## src/rtl/branch_sequencer.sv

```systemverilog
// branch_sequencer
//   Multi-cycle branch control unit for the 64-bit LEGv8 datapath. Takes one
//   branch-class instruction (B, BL, BR, B.cond, CBZ, CBNZ) per start
//   handshake, walks it through IDLE/EVAL/LINK/JUMP and drives the 31-bit
//   datapath control word plus the sign-extended branch constant K.
//
// Ports
//   clock        single clock, all state changes on the rising edge
//   reset        synchronous, active-high
//   start        instruction valid, only looked at in IDLE
//   instruction  32-bit instruction word, valid with start
//   status       {V, C, Z, N, ZI}; ZI is the zero flag of the live ALU result
//   controlword  {Psel[1:0], DA, SA, SB, Fsel, regW, ramW, EN_MEM, EN_ALU,
//                 EN_B, EN_PC, Bsel, PCsel, SL}
//   K            sign-extended word offset, held until the next acceptance
//   busy         state is not IDLE
//   done         one-cycle pulse in the JUMP cycle
//   taken        valid with done: PC leaves the sequential path
//   illegal      one-cycle pulse after accepting a non-branch word
module branch_sequencer #(
  parameter int         DATA_WIDTH = 64,
  parameter logic [4:0] LINK_REG   = 5'd30,
  parameter logic [4:0] PASS_FSEL  = 5'b00100
) (
  input  logic                  clock,
  input  logic                  reset,
  input  logic                  start,
  input  logic [31:0]           instruction,
  input  logic [4:0]            status,
  output logic [30:0]           controlword,
  output logic [DATA_WIDTH-1:0] K,
  output logic                  busy,
  output logic                  done,
  output logic                  taken,
  output logic                  illegal
);

  typedef enum logic [1:0] {ST_IDLE, ST_EVAL, ST_LINK, ST_JUMP} state_t;
  // CBZ and CBNZ share one class; instruction bit 24 tells them apart.
  typedef enum logic [2:0] {OP_NONE, OP_B, OP_BL, OP_BR, OP_BCOND, OP_CB} op_t;

  state_t                  state_reg, state_next;
  op_t                     op_reg, dec_op;
  logic [DATA_WIDTH-1:0]   k_reg, dec_k;
  logic [9:0]              fld_reg;     // instruction[9:0]: Rt, Rn, cond
  logic                    nz_reg;      // instruction[24]: 1 for CBNZ
  logic                    zi_reg;
  logic                    illegal_reg;
  logic                    accept;

  logic [1:0]  psel;
  logic [4:0]  da, sa, sb, fsel;
  logic        regw, en_alu, en_pc, pcsel, done_c;

  // Condition evaluation: each even code is a base test, the odd code that
  // follows it is its inverse, except 1111 which is always true like 1110.
  logic        v_f, c_f, z_f, n_f;
  logic [7:0]  cond_base;
  logic [15:0] cond_vec;

  assign v_f = status[4];
  assign c_f = status[3];
  assign z_f = status[2];
  assign n_f = status[1];
  assign cond_base = {1'b1, ~z_f & (n_f == v_f), (n_f == v_f), c_f & ~z_f,
                      v_f, n_f, c_f, z_f};

  genvar gi;
  generate
    for (gi = 0; gi < 8; gi++) begin : g_cond
      assign cond_vec[2*gi] = cond_base[gi];
      if (gi == 7) begin : g_always
        assign cond_vec[2*gi+1] = 1'b1;
      end else begin : g_inv
        assign cond_vec[2*gi+1] = ~cond_base[gi];
      end
    end
  endgenerate

  assign accept = (state_reg == ST_IDLE) && start;

  // Opcode class and branch constant of the word currently on the input.
  always_comb begin
    dec_op = OP_NONE;
    dec_k  = '0;
    if (instruction[31:26] == 6'b000101) begin
      dec_op = OP_B;
      dec_k  = {{(DATA_WIDTH-26){instruction[25]}}, instruction[25:0]};
    end else if (instruction[31:26] == 6'b100101) begin
      dec_op = OP_BL;
      dec_k  = {{(DATA_WIDTH-26){instruction[25]}}, instruction[25:0]};
    end else if (instruction[31:25] == 7'b1011010) begin
      dec_op = OP_CB;
      dec_k  = {{(DATA_WIDTH-19){instruction[23]}}, instruction[23:5]};
    end else if (instruction[31:24] == 8'b01010100) begin
      dec_op = OP_BCOND;
      dec_k  = {{(DATA_WIDTH-19){instruction[23]}}, instruction[23:5]};
    end else if (instruction[31:21] == 11'b11010110000) begin
      dec_op = OP_BR;
    end
  end

  always_ff @(posedge clock) begin
    if (reset) begin
      state_reg   <= ST_IDLE;
      op_reg      <= OP_NONE;
      k_reg       <= '0;
      fld_reg     <= '0;
      nz_reg      <= 1'b0;
      zi_reg      <= 1'b0;
      illegal_reg <= 1'b0;
    end else begin
      state_reg   <= state_next;
      illegal_reg <= accept && (dec_op == OP_NONE);
      if (accept) begin
        op_reg  <= dec_op;
        k_reg   <= dec_k;
        fld_reg <= instruction[9:0];
        nz_reg  <= instruction[24];
      end
      if (state_reg == ST_EVAL) begin
        zi_reg <= status[0];
      end
    end
  end

  always_comb begin
    state_next = state_reg;
    psel   = 2'b00;
    da     = 5'd31;
    sa     = 5'd31;
    sb     = 5'd31;
    fsel   = 5'd0;
    regw   = 1'b0;
    en_alu = 1'b0;
    en_pc  = 1'b0;
    pcsel  = 1'b0;
    done_c = 1'b0;
    case (state_reg)
      ST_IDLE: begin
        if (start) begin
          case (dec_op)
            OP_B, OP_BR, OP_BCOND: state_next = ST_JUMP;
            OP_BL:                 state_next = ST_LINK;
            OP_CB:                 state_next = ST_EVAL;
            default:               state_next = ST_IDLE;
          endcase
        end
      end
      ST_EVAL: begin
        // Pass Rt through the ALU so ZI reflects Rt == 0.
        sa         = fld_reg[4:0];
        fsel       = PASS_FSEL;
        en_alu     = 1'b1;
        state_next = ST_JUMP;
      end
      ST_LINK: begin
        // PC+4 is on the bus via EN_PC and lands in the link register.
        da         = LINK_REG;
        regw       = 1'b1;
        en_pc      = 1'b1;
        state_next = ST_JUMP;
      end
      ST_JUMP: begin
        pcsel      = 1'b1;
        done_c     = 1'b1;
        state_next = ST_IDLE;
        case (op_reg)
          OP_B, OP_BL: psel = 2'b11;
          OP_BR: begin
            sa   = fld_reg[9:5];
            psel = 2'b10;
          end
          OP_CB:    psel = {zi_reg ^ nz_reg, 1'b1};
          OP_BCOND: psel = {cond_vec[fld_reg[3:0]], 1'b1};
          default:  psel = 2'b00;
        endcase
      end
      default: state_next = ST_IDLE;
    endcase
    // While reset is held the word is forced to NOP so an in-flight link
    // write or PC update never reaches the datapath.
    if (reset) begin
      psel   = 2'b00;
      da     = 5'd31;
      sa     = 5'd31;
      fsel   = 5'd0;
      regw   = 1'b0;
      en_alu = 1'b0;
      en_pc  = 1'b0;
      pcsel  = 1'b0;
      done_c = 1'b0;
    end
  end

  assign controlword = {psel, da, sa, sb, fsel, regw, 1'b0, 1'b0, en_alu,
                        1'b0, en_pc, 1'b0, pcsel, 1'b0};
  assign K       = k_reg;
  assign busy    = (state_reg != ST_IDLE);
  assign done    = done_c;
  assign taken   = done_c & psel[1];
  assign illegal = illegal_reg;

endmodule

```

## config.mk

```make
export PLATFORM = sky130hd
export DESIGN_NAME = branch_sequencer
export DESIGN_NICKNAME = d
export VERILOG_FILES = /design/src/rtl/branch_sequencer.sv
export SDC_FILE = /design/constraint.sdc
export NUM_CORES = 1
export LEC_CHECK = 0
export CAP_MARGIN = 5
export CORE_ASPECT_RATIO = 1.4
export CORE_UTILIZATION = 45
export CTS_BUF_LIST = sky130_fd_sc_hd__clkbuf_8
export DETAILED_ROUTE_END_ITERATION = 16
export GPL_TIMING_DRIVEN = 0
export MAX_ROUTING_LAYER = met4
export PLACE_DENSITY = 0.89
export SETUP_SLACK_MARGIN = 0.5
export SLEW_MARGIN = 15
export SYNTH_ARGS = -nofsm -noshare
export SYNTH_HDL_FRONTEND = slang
export SYNTH_SLANG_ARGS = --single-unit
```

## constraint.sdc

```tcl
create_clock -name clock -period 2.7 [get_ports clock]
set_input_delay 0.405 -clock clock [delete_from_list [all_inputs] [get_ports clock]]
set_output_delay 0.405 -clock clock [all_outputs]
set_load 0.01 [all_outputs]
```

## Word level (Yosys, flattened, before mapping)

Index checks and enable logic that the tools add are counted.

- Register bits after elaboration: 82
- Output and inout bits: 99
- Word-level logic and storage cells: 77

- Magnitude comparators: 1
- Eq/ne operators: 20
- Multiplexer cells: 30
- Bitwise logic cells: 11
- Reduce and logical (&&, ||, !) cells: 8

Operator list:

| cell | number |
|---|---|
| 2-to-1 mux 64 bit | 4 |
| 2-to-1 mux 5 bit | 4 |
| 2-to-1 mux 3 bit | 5 |
| == test 3 x 2 -> 1 bit (second input constant) | 4 |
| == test 3 bit (second input constant) | 4 |
| case mux 2 bit (3 select lines) | 2 |
| == test 11 bit (second input constant) | 1 |
| case mux 5 bit (2 select lines) | 1 |
| == test 8 x 7 -> 1 bit (second input constant) | 1 |
| 2-to-1 mux 1 bit | 8 |
| 2-to-1 mux 2 bit | 4 |
| case mux 2 bit (4 select lines) | 1 |
| == test 7 bit (second input constant) | 1 |
| inverter 1 bit | 7 |
| == test 3 x 1 -> 1 bit (second input constant) | 2 |
| == test 6 x 3 -> 1 bit (second input constant) | 1 |
| == test 6 bit (second input constant) | 1 |
| less-than comparator 4 x 5 -> 1 bit (second input constant) | 1 |
| binary-select mux 1 bit (select 4 bit) | 1 |
| == test 2 bit (second input constant) | 2 |
| OR reduction 2 bit | 2 |
| AND 1 bit | 3 |
| zero test 3 bit | 1 |
| OR reduction 3 bit | 1 |
| other kinds (7) | 8 |

## Logic depth before layout (Yosys ltp)

Gate-level depths: netlist (run 1).

- Depth after elaboration: 11
- Gate-level depth with buffers: 8

## Worst setup path after synthesis (run 1)

OpenSTA, ideal clock, no wires.

- Kind: register -> output
- Start: reg fld_reg[1]
- End: out controlword[30]
- Data arrival time: 1438 ps
- Path slack: 857 ps
- Stages on the path, launching flop included: 5
- Path through: dfxtp_1 > mux4_2 > xor2_1 > nor4_1 > a211oi_1

- Word-level cells in the longest chain between the ends: 5

Ends and longest elaborated chain:

| what | RTL line | text |
|---|---|---|
| start, declared | 45 | `logic [9:0] fld_reg;` |
| start signal, assigned | 118 | `fld_reg <= instruction[9:0];` |
| binary-select mux 1 bit (select 4 bit) | 175 | `OP_BCOND: psel = {cond_vec[fld_reg[3:0]], 1'b1};` |
| 2-to-1 mux 1 bit (not written as such) | 175 |  |
| case mux 2 bit (4 select lines) | 168 | `case (op_reg)` |
| 2-to-1 mux 2 bit | 139 | `case (state_reg)` |
| 2-to-1 mux 2 bit | 183 | `if (reset) begin` |
| end, declared | 30 | `output logic [30:0] controlword,` |

Every way passes these cells. The select of a mux whose other input is x is not followed.

## Worst setup path in the final report (run 1)

- Start: in status[4]
- End: out taken

- Word-level cells in the longest chain between the ends: 9
- Elaborated cells between the ends (all ways): 11

Ends and longest elaborated chain:

| what | RTL line | text |
|---|---|---|
| start, declared | 29 | `input logic [4:0] status,` |
| == test 1 bit | 65 | `assign cond_base = {1'b1, ~z_f & (n_f == v_f), (n_f == v_f), c_f & ~z_f,` |
| AND 1 bit | 65 |  |
| inverter 1 bit | 75 | `assign cond_vec[2*gi+1] = ~cond_base[gi];` |
| binary-select mux 1 bit (select 4 bit) * | 175 |  |
| 2-to-1 mux 1 bit (not written as such) * | 175 |  |
| case mux 2 bit (4 select lines) * | 168 |  |
| 2-to-1 mux 2 bit * | 139 |  |
| 2-to-1 mux 2 bit * | 183 |  |
| AND 1 bit * | 201 | `assign taken = done_c & psel[1];` |
| end, declared | 34 | `output logic taken,` |

Every way passes the cells marked *; elsewhere a longest branch is shown, timed or not. The select of a mux whose other input is x is not followed.

==> results of run 1 <==
metal layers:
metal | part of all wire (%) | track usage (%) | vias to the layer above
met2 | 55 | 50.7 | 149
met4 | 1.7 | 10.2 | 0
met1 | 37 | 28.4 | 1452
met5 | 0 | - | -
met3 | 6.6 | 4.31 | 19
li1 | - | - | 1480
synth_stat cells, drive strengths merged, types with 3 or more instances:
cell type and number:
nand2b 3, nand3 18, nand2 49, a21oi 27
nor3 4, dfxtp 44, nor3b 3, a31oi 18
buf 70, nor2 18, nor2b 4, inv 8
o21bai 3, o21ai 10, o211ai 18, a211oi 12
nand3b 4, ha 5, clkbuf 16
power breakdown:
group	leakage (nW)	internal (mW)	switching, mW	total, mW
Clock	0.0593	0.271	0.221	0.492
Sequential	0.362	0.749	0.122	0.871
Combinational	1.30	0.847	0.743	1.59
cell type report:
class / count / area [µm²]
inverters: 8 / 30.0
repair buffers: 122 / 1190
well taps: 70 / 87.6
fillers: 424 / 1530
clock buffers: 5 / 68.8
clock inverters: 3 / 38.8
flip-flops and latches: 44 / 895
multi-input cells: 240 / 1470
plain buffers: 86 / 588
worst min-delay path: cells and delay by family, from the launching register on:
kind / cells / cell delay (ns)
AOI/OAI and AO/OA: 1 / 0.05
DFF: 1 / 0.31
and+or+nand+nor: 1 / 0.05
kinds of logic after synthesis:
kind of cell,after synthesis
multiplexers,3
adder cells (fa/ha/maj),5
AO/OA/AOI/OAI,95
other,2
buffers and inverters,94
XOR/XNOR,3
flip-flops,44
AND/OR/NAND/NOR,116
metrics by stage:
| step | worst slack (ns) | power [mW] | utilization [%] | hold WS, ns | cell area (µm²) |
|---|---|---|---|---|---|
| global placement | -0.131 | 2.35 | 69.8 | 0.440 | 4120 |
| global route | 0.326 | 3.11 | 74.0 | 0.486 | 4370 |
| detailed placement | -0.184 | 2.39 | 69.8 | 0.446 | 4120 |
| floorplan | 0.857 | 1.70 | - | 0.433 | 2840 |
| finish | 0.367 | 2.95 | 74.0 | 0.455 | 4370 |
| CTS | 0.399 | 2.91 | 73.2 | 0.456 | 4320 |
path summary, 6_finish.rpt:
path	startpoint	endpoint	slack, ns	depth (start not counted)
hold reg to reg	fld_reg[7]$_SDFFE_PP0P_	fld_reg[7]$_SDFFE_PP0P_	0.46	2
hold / removal	fld_reg[7]$_SDFFE_PP0P_	fld_reg[7]$_SDFFE_PP0P_	0.46	2
setup reg to reg	state_reg[0]$_SDFFE_PP0P_	fld_reg[6]$_SDFFE_PP0P_	0.72	7
setup / recovery	status[4]	taken	0.37	6
timing repair:
item / in CTS / in global routing
pin swaps: 3 / 3
endpoints found under the setup margin: 69 / 41
cloned: 0 / 0
endpoints found under the hold margin: 0 / 0
hold buffers: 0 / 0
buffers inserted: 3 / 0
gates resized for setup: 50 / 22
==> summary.txt, run 1 <==
Yosys
  – Syn_area_per_cell: 7.68 µm²
  – #FFs+latches synth: 44
  – Cell count after synthesis: approximately 360
  – Synth top area cells: dfxtp_1 (32%), buf_4 (16%), nand2_1 (6.6%)
  – Synthesized cell area: about 2800 µm²
  – Post-Synth XOR/XNOR Area: 0.945%
  – YS warnings: 0
  – Register area share after synthesis: 31.7%
  – Synth top area share: a little under a third
  – Ys async rst share: 0%
  – Post-synthesis mux area share: 1.53%
  – Adder-cell share of the synthesized area: 2.25%
  – Post-Synth Simple-Gate Area: 20.2%
  – Netlist cell types: 43
  – Post-synth top flop: dfxtp_1
  – Synth Area in Compound Gates: 22.1%
  – Number of synthesized flops with an enable pin: 0
  – Leading area contributor after synthesis: dfxtp_1
  – Main combinational cell family by area after synthesis: compound AO/OA/AOI/OAI gates

Detailed routing
  – DRT Wirelength: 9150 µm
  – Routed vias: 3100
  – # DRC: 0
  – Vias per inst: 5.36
  – WL/cell: 15.8 µm
  – Post-DRT Antenna Nets: 0
  – Drt initial violations: 197
  – Drt pass-1 iters: 5

Clocking
  – Reg clk slew, reported paths: 0.08 ns
  – CTS buffer count: 5
  – H-tree Lvls: 2
  – Root Driver: clkbuf_8
  – Clock Sinks: 44
  – CTS tree: yes
  – Clk Latency, worst-skew pair: 0.30 ns
  – Deepest clock path buffer count: 2

Worst hold path
  – HP Class: register to register

Critical path
  – CP Data Arrival Time: 1.93 ns
  – Slowest cell on crit path: mux4_2
  – Crit end category: output port
  – Worst Setup Start Kind: input port
  – WP buf/inv: 2
  – CP delay by family, top: multiplexers
  – Critical Path RT: 2.30 ns
  – Crit path kind: input port to output port
  – Worst-path maximum fanout: 2
  – Crit-path cells: dlygate4sd2_1 -> mux4_2 -> xor2_1 -> nor4_2 -> a211oi_1 -> buf_2
  – Delay of the slowest cell on the worst path: around 0.50 ns

GRT
  – First-pass GRT wire length: 13200 µm
  – Initial antenna violation count: 0
  – Congestion Overflow GR: 0
  – Vias in the first global route: 2850
  – Largest net degree at the start of global routing: just over 40
  – GRT Util Overall: 27.6%

Placement
  – Final RePlAce weighted congestion: 0.965
  – Post-placement cell count: 567
  – I/O Buffers: 119
  – HPWL after detailed placement: 6600 µm

Timing
  – Final Hold Fails: 0
  – Final clock period utilization by the worst path: 86.4%
  – Min Tclk post-route: roughly 2.3 ns
  – Slew at the pin closest to its max-slew limit: 0.749 ns
  – RSZ-0062 raised after global routing: true
  – Final Setup Violations: 0
  – Slew Limit Fails: 0
  – Setup TNS: 0 ns
  – Highest clock rate: roughly 430 MHz
  – Worst Clk Skew: roughly 0.0034 ns
  – Slew margin rel.: around 49%

Layout
  – Final Non-Filler Cells: ~580
  – # diodes: 0
  – Max reg flops: 26
  – Most frequent cells in the layout: clkdlybuf4s50_1 (103), buf_4 (65), nand2_1 (49)
  – Nets: 552
  – Layout area overhead: 57.1%
  – Commonest non-fill, non-tap cell in the layout: clkdlybuf4s50_1
  – Layout cells sized above 1: 21.1%

Flow run
  – Max-Cap Viols: 0

Die
  – Die H: 95.0 µm
  – Die Wd: 68.4 µm
  – Initial core utilization: 47.1%
  – Area of the core: just under 6000 µm²
  – Die Footprint: 6500 µm²
  – Std cell rows: 33
  – I/O pin count: 139

Power
  – VDD IR max: 0.000462 V
  – Leakage: ~1.7 nW
  – Pwr Density: 676 nW/µm²

Run status
  – Status: finished clean
Power figures use the tool's default switching activity.
==> run 2, diff against run 1 <==
--- a/config.mk
+++ b/config.mk
@@ -7,6 +7,7 @@
 export LEC_CHECK = 0
 export CAP_MARGIN = 5
 export CORE_ASPECT_RATIO = 1.4
+export CORE_MARGIN = 2
 export CORE_UTILIZATION = 45
 export CTS_BUF_LIST = sky130_fd_sc_hd__clkbuf_8
 export DETAILED_ROUTE_END_ITERATION = 16
==> summary.txt, run 2 (synthesis gave the netlist of run 1 again) <==
Timing
  – Final clock period utilization by the worst path: 82.3% (-4.0 points)
  – Slew at the pin closest to its max-slew limit: 0.601 ns (-0.148 ns)
  – Min Tclk post-route: 2.22 ns (-0.109 ns)
  – Final Hold Fails: 0 (unchanged)
  – RSZ-0062 raised after global routing: true
  – Slew Limit Fails: 0 (unchanged)
  – Final Setup Violations: 0 (unchanged)
  – Highest clock rate: 450 MHz (+4.9%)
  – Slew margin rel.: 59.4% (+10 points)
  – Worst Clk Skew: 0.00488 ns (+0.00152 ns)

Layout
  – Max reg flops: 26 (unchanged)
  – Fillers: 411 (-3.1%)
  – Commonest non-fill, non-tap cell in the layout: clkdlybuf4s50_1
  – Most frequent cells in the layout: clkdlybuf4s50_1 (103), buf_4 (66), nand2_1 (49)
  – Layout cells sized above 1: 22.0% (+0.94 points)
  – Nets: 553 (+0.18%)
  – # diodes: 0 (unchanged)
  – Layout area overhead: 58.3%
  – Final Non-Filler Cells: 579 (+0.17%)

Critical path
  – R2r worst-path depth: 7 (unchanged)
  – Reg2Reg Capture Point: fld_reg[1]$_SDFFE_PP0P_
  – R2r startpoint: state_reg[0]$_SDFFE_PP0P_
  – Worst-path maximum fanout: 5 (+3)
  – R2r setup slk: 0.65 ns (-0.07 ns)
  – Crit end category: output port
  – Critical Path RT: 2.30 ns (about the same)
  – Crit path kind: input port to output port
  – CP Data Arrival Time: 1.82 ns (-0.11 ns)
  – Worst Setup Start Kind: input port

Power
  – Clk pwr share: 17.5% (+0.9 points)
  – Gate power share: 53.3% (-0.5 points)
  – Total power: 3.01 mW (+1.9%)
  – Seq pwr share: 29.2% (-0.3 points)
  – VDD IR max: 0.000409 V (-12%)
  – Switching power total: 1.12 mW (+3.2%)
  – Power Internal: 1.89 mW (+1.2%)
  – Leakage: 1.73 nW (+0.13%)
  – Pwr Density: 684 nW/µm² (+1.2%)
  – Sw Ratio: 37.2% (+0.46 points)

Clocking
  – CTS buffer count: 5 (unchanged)
  – Reg clk slew, reported paths: 0.09 ns (about the same)
  – CTS tree: yes
  – Deepest clock path buffer count: 2 (unchanged)
  – Clk Latency, worst-skew pair: 0.30 ns (about the same)
  – H-tree Lvls: 2 (unchanged)
  – Clock Sinks: 44 (unchanged)
  – Root Driver: clkbuf_8

Die
  – I/O pin count: 139 (unchanged)
  – Area of the core: 5900 µm² (unchanged)
  – Std cell rows: 33 (unchanged)
  – Die H: 97.0 µm (+2.1%)
  – Die Footprint: 6830 µm² (+5.1%)
  – Die Wd: 70.4 µm (+2.9%)
  – Initial core utilization: 47.1% (unchanged)

Placement
  – HPWL after detailed placement: 6770 µm (+2.6%)
  – Final RePlAce weighted congestion: 0.979 (+1.5%)
  – Post-placement cell count: 567 (unchanged)
  – I/O Buffers: 119 (unchanged)

Detailed routing
  – # DRC: 0 (unchanged)
  – Post-DRT Antenna Nets: 0 (unchanged)
  – WL/cell: 15.8 µm (-0.49%)
  – Drt pass-1 iters: 5 (unchanged)
  – Routed vias: 3107 (+0.23%)
  – DRT Wirelength: 9120 µm (-0.32%)
  – Drt initial violations: 226 (+15%)
  – Vias per inst: 5.37 (about the same)

GRT
  – First-pass GRT wire length: 14700 µm (+11%)
  – GRT Util Overall: 27.0% (-0.52 points)
  – Largest net degree at the start of global routing: 41 (unchanged)
  – Congestion Overflow GR: 0 (unchanged)
  – Initial antenna violation count: 0 (unchanged)
  – Vias in the first global route: 3094 (+8.6%)

Worst hold path
  – Worst hold stages: 2 (unchanged)
  – Hold Path Origin: fld_reg[7]$_SDFFE_PP0P_
  – Worst hold endpoint: fld_reg[7]$_SDFFE_PP0P_
  – HP Class: register to register

Run status
  – Status: finished clean

Flow run
  – Max-Cap Viols: 0 (unchanged)
==> run 2: worst max-delay path by stage <==
stage	end	start	slack (ns)	cells past startpoint
after floorplan	controlword[30]	fld_reg[1]$_SDFFE_PP0P_	0.86	4
after global placement	controlword[30]	status[4]	-0.13	6
after detailed placement	controlword[30]	status[4]	-0.23	6
after CTS	controlword[30]	fld_reg[1]$_SDFFE_PP0P_	0.39	5
after global routing	controlword[30]	status[2]	0.40	6
final	controlword[30]	status[2]	0.48	6
==> run 2: power groups by stage <==
stage | logic (mW) | registers, mW | clock network [mW]
finish | 1.60 | 0.879 | 0.527
global route | 1.72 | 0.897 | 0.548
CTS | 1.56 | 0.862 | 0.521
detailed placement | 1.53 | 0.867 | 0
global placement | 1.49 | 0.858 | 0
floorplan | 0.845 | 0.854 | 0
==> run 2: critical path, stage by stage <==
cell	delay, ns
dlygate4sd2_1	0.28
mux4_2	0.51
xor2_2	0.16
nor4_2	0.21
a211oi_1	0.08
buf_2	0.18
==> run 2: layout make-up <==
class	instances	area, µm²	share of cell area [%]
Buffer	86	588	13.4
Clock buffer	5	68.8	1.56
Clock inverter	3	46.3	1.05
Inverter	8	30.0	0.682
Multi-Input combinational cell	240	1480	33.7
Sequential cell	44	897	20.4
Tap cell	70	87.6	1.99
Timing Repair Buffer	123	1200	27.3
==> run 2: metal layers <==
layer / global-route usage, % / part of all wire (%) / vias up
met1: 29.0 / 37 / 1414
met2: 48.7 / 53 / 171
met4: 12.0 / 4.1 / 0
met3: 3.44 / 6.4 / 34
li1: - / - / 1488
met5: - / 0 / -
==> run 2: stage by stage <==
stage | setup TNS [ns] | setup slack (ns) | hold WS (ns) | instance area [µm²] | util (%)
final | 0 | 0.477 | 0.457 | 4400 | 74.6
after global routing | 0 | 0.403 | 0.488 | 4400 | 74.6
after CTS | 0 | 0.385 | 0.458 | 4330 | 73.3
after detailed placement | -0.442 | -0.229 | 0.445 | 4120 | 69.8
after global placement | -0.257 | -0.131 | 0.439 | 4120 | 69.8
after floorplan | 0 | 0.857 | 0.433 | 2840 | -
==> run 2: timing repair <==
action | CTS | global route
buffers inserted | 4 | 0
pin swaps | 5 | 3
hold buffers | 0 | 0
endpoints found under the setup margin | 61 | 51
gates resized for setup | 45 | 31
